--- src/rtl/seq_branch_compare.sv ---
// ============================================================================
// Module   : seq_branch_compare
// Brief    : Chunk-serial RV32I branch comparator (MSB chunk first); optional
//            early exit on first differing chunk via COMPARE_EARLY_EXIT_EN.
// Revision : 1.0 - initial release
// ============================================================================
`default_nettype none

module seq_branch_compare #(
  parameter int NUM_SIZE   = 32,
  parameter int CHUNK_SIZE = 8
) (
  input  logic                clk,
  input  logic                rst,
  input  logic                start,
  output logic                ready,
  input  logic [NUM_SIZE-1:0] dIn0,
  input  logic [NUM_SIZE-1:0] dIn1,
  input  logic [2:0]          funct3,
  output logic                valid,
  output logic                equal,
  output logic                greaterThan,
  output logic                lessThan,
  output logic                taken,
  output logic                illegal
);

  localparam int N     = NUM_SIZE / CHUNK_SIZE;
  localparam int IDX_W = (N > 1) ? $clog2(N) : 1;

  typedef enum logic [1:0] {
    IDLE = 2'd0,
    SCAN = 2'd1,
    DONE = 2'd2
  } state_t;

  state_t              state_q, state_d;
  logic [NUM_SIZE-1:0] a_q, a_d, b_q, b_d;
  logic [2:0]          f3_q, f3_d;
  logic [IDX_W-1:0]    idx_q, idx_d;
  logic                found_q, found_d, sgt_q, sgt_d, slt_q, slt_d;
  logic                eq_q, eq_d, gt_q, gt_d, lt_q, lt_d;
  logic                taken_q, taken_d, illegal_q, illegal_d;

  logic [CHUNK_SIZE-1:0] ca, cb;
  logic                  diff, cgt, fin_eq, fin_gt, fin_lt, early_exit;

  // Current chunk; sign bit inverted on the MSB chunk turns two's-complement
  // order into plain unsigned order.
  always_comb begin
    ca = '0;
    cb = '0;
    for (int k = 0; k < N; k++) begin
      if (idx_q == IDX_W'(k)) begin
        ca = a_q[k*CHUNK_SIZE +: CHUNK_SIZE];
        cb = b_q[k*CHUNK_SIZE +: CHUNK_SIZE];
      end
    end
    if ((f3_q[2:1] == 2'b10) && (idx_q == IDX_W'(N-1))) begin
      ca[CHUNK_SIZE-1] = ~ca[CHUNK_SIZE-1];
      cb[CHUNK_SIZE-1] = ~cb[CHUNK_SIZE-1];
    end
    diff   = (ca != cb);
    cgt    = (ca > cb);
    fin_gt = found_q ? sgt_q : (diff & cgt);
    fin_lt = found_q ? slt_q : (diff & ~cgt);
    fin_eq = ~found_q & ~diff;
`ifdef COMPARE_EARLY_EXIT_EN
    early_exit = diff;
`else
    early_exit = 1'b0;
`endif
  end

  always_comb begin
    state_d   = state_q;
    a_d       = a_q;
    b_d       = b_q;
    f3_d      = f3_q;
    idx_d     = idx_q;
    found_d   = found_q;
    sgt_d     = sgt_q;
    slt_d     = slt_q;
    eq_d      = eq_q;
    gt_d      = gt_q;
    lt_d      = lt_q;
    taken_d   = taken_q;
    illegal_d = illegal_q;
    case (state_q)
      IDLE: begin
        if (start) begin
          a_d     = dIn1;
          b_d     = dIn0;
          f3_d    = funct3;
          idx_d   = IDX_W'(N-1);
          found_d = 1'b0;
          sgt_d   = 1'b0;
          slt_d   = 1'b0;
          state_d = SCAN;
        end
      end
      SCAN: begin
        if (!found_q && diff) begin
          found_d = 1'b1;
          sgt_d   = cgt;
          slt_d   = ~cgt;
        end
        if (early_exit || (idx_q == '0)) begin
          state_d   = DONE;
          eq_d      = fin_eq;
          gt_d      = fin_gt;
          lt_d      = fin_lt;
          illegal_d = (f3_q[2:1] == 2'b01);
          case (f3_q)
            3'b000:          taken_d = fin_eq;
            3'b001:          taken_d = ~fin_eq;
            3'b100, 3'b110:  taken_d = fin_lt;
            3'b101, 3'b111:  taken_d = ~fin_lt;
            default:         taken_d = 1'b0;
          endcase
        end else begin
          idx_d = idx_q - 1'b1;
        end
      end
      DONE:    state_d = IDLE;
      default: state_d = IDLE;
    endcase
  end

  always_ff @(posedge clk or posedge rst) begin
    if (rst) begin
      state_q   <= IDLE;
      a_q       <= '0;
      b_q       <= '0;
      f3_q      <= '0;
      idx_q     <= '0;
      found_q   <= 1'b0;
      sgt_q     <= 1'b0;
      slt_q     <= 1'b0;
      eq_q      <= 1'b1;
      gt_q      <= 1'b0;
      lt_q      <= 1'b0;
      taken_q   <= 1'b0;
      illegal_q <= 1'b0;
    end else begin
      state_q   <= state_d;
      a_q       <= a_d;
      b_q       <= b_d;
      f3_q      <= f3_d;
      idx_q     <= idx_d;
      found_q   <= found_d;
      sgt_q     <= sgt_d;
      slt_q     <= slt_d;
      eq_q      <= eq_d;
      gt_q      <= gt_d;
      lt_q      <= lt_d;
      taken_q   <= taken_d;
      illegal_q <= illegal_d;
    end
  end

  assign ready       = (state_q == IDLE);
  assign valid       = (state_q == DONE);
  assign equal       = eq_q;
  assign greaterThan = gt_q;
  assign lessThan    = lt_q;
  assign taken       = taken_q;
  assign illegal     = illegal_q;

endmodule

`default_nettype wire
--- config.mk ---
export PLATFORM = sky130hd
export DESIGN_NAME = seq_branch_compare
export DESIGN_NICKNAME = d
export VERILOG_FILES = /design/src/rtl/seq_branch_compare.sv
export SDC_FILE = /design/constraint.sdc
export NUM_CORES = 1
export LEC_CHECK = 0
export CORE_MARGIN = 1
export CORE_UTILIZATION = 50
export DETAILED_ROUTE_END_ITERATION = 10
export PLACE_DENSITY = 0.77
export SYNTH_ARGS = -nofsm -noshare
export SYNTH_HDL_FRONTEND = slang
export SYNTH_SLANG_ARGS = --single-unit
--- constraint.sdc ---
create_clock -name clk -period 3.6 [get_ports clk]
set_input_delay 0.36 -clock clk [delete_from_list [all_inputs] [get_ports clk]]
set_output_delay 0.36 -clock clk [all_outputs]
set_load 0.02 [all_outputs]
==> impl_metrics.tcl <==
set metrics [dict create \
    status "complete, no violations" \
    cp_data_required_time_ns 3.82 \
    skew_ns 0.00793 \
    ys_ff_latch 79 \
    core_area_um2 7890 \
    synth_nets 407 \
    area_delta_synth_final_pct 23.1 \
    grt_pass1_vias 2823 \
    crit_path_end_kind "flip-flop" \
    drt_iter0_drc 97 \
    multi_input_area_um2 1950 \
    io_pins 77 \
    clk_latency_ns 0.35 \
    wl_um 8690 \
    syn_inst 325 \
    regArea_um2 1980 \
    cts.repair.resized 0 \
    hold_path.class "in -> async" \
    hold_viol_final 0 \
    nets 481 \
    grt_overflow 0 \
    reg2reg_depth 13 \
    clock.fmax_ghz 0.313 \
    dp_cells 490 \
    cts_buffers 9 \
    path_clk_slew_ns 0.08 \
    grt_pass1_wl_um 14200 \
    num_vias 2743 \
    routedWlPerCell_um 17.2 \
    pre_cts_ws_ns 0.229 \
    final_common_cell "dfrtp_1" \
    grt_util_all_layers_pct 21.4 \
    ys_async_sr_fraction_pct 100 \
    p_leak_nw 2.21 \
    finalCritPeriodShare_pct 88.7 \
    die_area_um2 8660 \
    fin_ws_ns 0.406 \
    antenna_cells 0 \
    worst-setup-path-type "reg -> reg" \
    cts.root.buffer_cell "clkbuf_8" \
    period_minus_slack_ns 3.19 \
    synthFlopType "dfrtp_1" \
    cts_tree "built" \
    cts_sinks 79 \
    die_h_um 93.1 \
    grt_max_degree 48 \
    ant_nets 0 \
    place.gp.congestion 0.781 \
    yosys_warnings 0 \
    final_max_slew_viol_count 0 \
    holdBufCountCts 0 \
    worst_pin_slew_ns 1.03 \
    critPathArrivalTime_ns 3.42 \
    final_cells 506 \
    cts_max_path_buffers 2 \
    rows 32 \
    critPathLaunch "idx_q[1]$_DFFE_PP0P_" \
    drcViolationCount 0 \
    synth_area_per_cell_um2 12.8 \
    power_density_nw_per_um2 883 \
    setup_viol 0 \
    antenna_found_initial 0 \
    final_cell_mix "78 x dfrtp_1, 76 x clkdlybuf4s50_1, 66 x mux2_4" \
    synth_edf_count 0 \
    drt_pass1_iterations 6 \
    fin_setup_tns_ns 0 \
    cp-start-kind "flip-flop" \
    rsz0062_at_grt "false" \
    start_util_pct 52.6 \
    irDropWorstVdd_v 0.000546 \
    htree_levels 3 \
    ys_seq_area_share_pct 47.7 \
    n_fill_cell 601 \
    portBuffers 76 \
    layout-drive-gt1-share_pct 23.3 \
    ys_types 39 \
    critPathMaxFanout 16 \
    max_slew_margin_pct 31.1 \
    postCtsSetupBuffers 0 \
    max_cap_viol_count 0 \
    netlist_area_um2 4150 \
    die_w_um 93.1 \
    r2r_start "idx_q[1]$_DFFE_PP0P_" \
    dpl.hpwl_um 5970 \
    via_per_inst 5.42 \
]
[power breakdown]
part	internal, mW	switching, mW	total, mW
Combinational	1.20	0.993	2.19
Clock	0.338	0.320	0.658
Sequential	1.34	0.320	1.66
Total	2.87	1.63	4.51
[sequential cells by signal, indices dropped and copies added, names as in the netlist]
register,flops
found_q,1
f3_q,3
greaterThan,1
b_q,32
state_q,2
slt_q,1
idx_q,2
taken,1
a_q,32
sgt_q,1
lessThan,1
equal,1
illegal,1
[cell usage after synthesis (2+ instances only)]
cell type	n	area, um2
nand4_1	2	12.5
o21ai_0	15	75.1
xnor2_1	2	17.5
nand3b_1	8	60.1
inv_1	7	26.3
ha_1	12	150
a221oi_1	7	61.3
mux2_4	66	991
nor3_1	9	45.0
a31oi_1	2	12.5
a21oi_1	31	155
clkbuf_1	8	30.0
and2b_1	2	15.0
mux2_2	2	22.5
nor2_1	11	41.3
buf_12	7	140
nor2b_1	9	56.3
a22oi_1	3	22.5
dfrtp_1	78	1950
mux2i_1	2	20.0
nand2_1	24	90.1
[logic make-up (layout without fill, tap and decap cells)]
kind of cell / after synthesis / after routing / synth area share [%]
compound gates: 64 / 64 / 8.96
flops: 79 / 79 / 47.7
fa+ha+maj: 12 / 12 / 3.62
xor+xnor: 3 / 3 / 0.634
simple gates: 72 / 72 / 8.81
mux: 70 / 70 / 24.9
buf+inv: 25 / 104 / 5.31
[path summary, 6_finish.rpt]
check | endpoint | slack (ns)
setup / recovery | taken$_DFFE_PP0P_ | 0.41
hold reg to reg | illegal$_DFFE_PP0P_ | 0.50
hold / removal | a_q[19]$_DFFE_PP0P_ | 0.46
max in group asynchronous | equal$_DFFE_PP1P_ | 2.40
min in group clk | illegal$_DFFE_PP0P_ | 0.50
setup reg to reg | taken$_DFFE_PP0P_ | 0.41
[per-layer routing]
layer | share of wire (%) | GRT usage, % | up-vias | routed length (um)
li1 | - | - | 1306 | -
met1 | 46 | 28.9 | 1351 | 4010
met3 | 4.2 | 4.23 | 19 | 362
met5 | 0 | 0 | - | 0
met4 | 2.1 | 7.69 | 0 | 183
met2 | 48 | 34.1 | 67 | 4130
[area by class of cell]
| type | count | area share [%] |
|---|---|---|
| Timing Repair Buffer | 81 | 16.1 |
| Inverter | 7 | 0.515 |
| Sequential cell | 79 | 38.8 |
| Multi-Input combinational cell | 221 | 38.2 |
| Tap cell | 102 | 2.50 |
| Clock buffer | 11 | 2.77 |
| Clock inverter | 5 | 1.13 |
[worst max-delay path: stages, from the launching register on]
cell	delay, ns
dfrtp_1	0.41
inv_1	0.09
ha_1	0.43
buf_4	0.27
nand3b_1	0.12
a21oi_1	0.06
a211oi_1	0.24
a21oi_1	0.08
ha_1	0.38
nand4_1	0.16
nor3_1	0.36
xor2_1	0.11
a221oi_1	0.25
o21ai_1	0.10
[through the flow]
step	cell area (um2)	power, mW	util, %	hold WS (ns)
floorplan	4150	3.34	-	0.477
global placement	4900	3.75	62.2	0.486
detailed placement	4900	3.83	62.2	0.482
CTS	5100	4.52	64.7	0.472
global route	5100	4.81	64.7	0.527
finish	5100	4.51	64.7	0.457
Note: power is estimated with default switching activity, not from simulation.
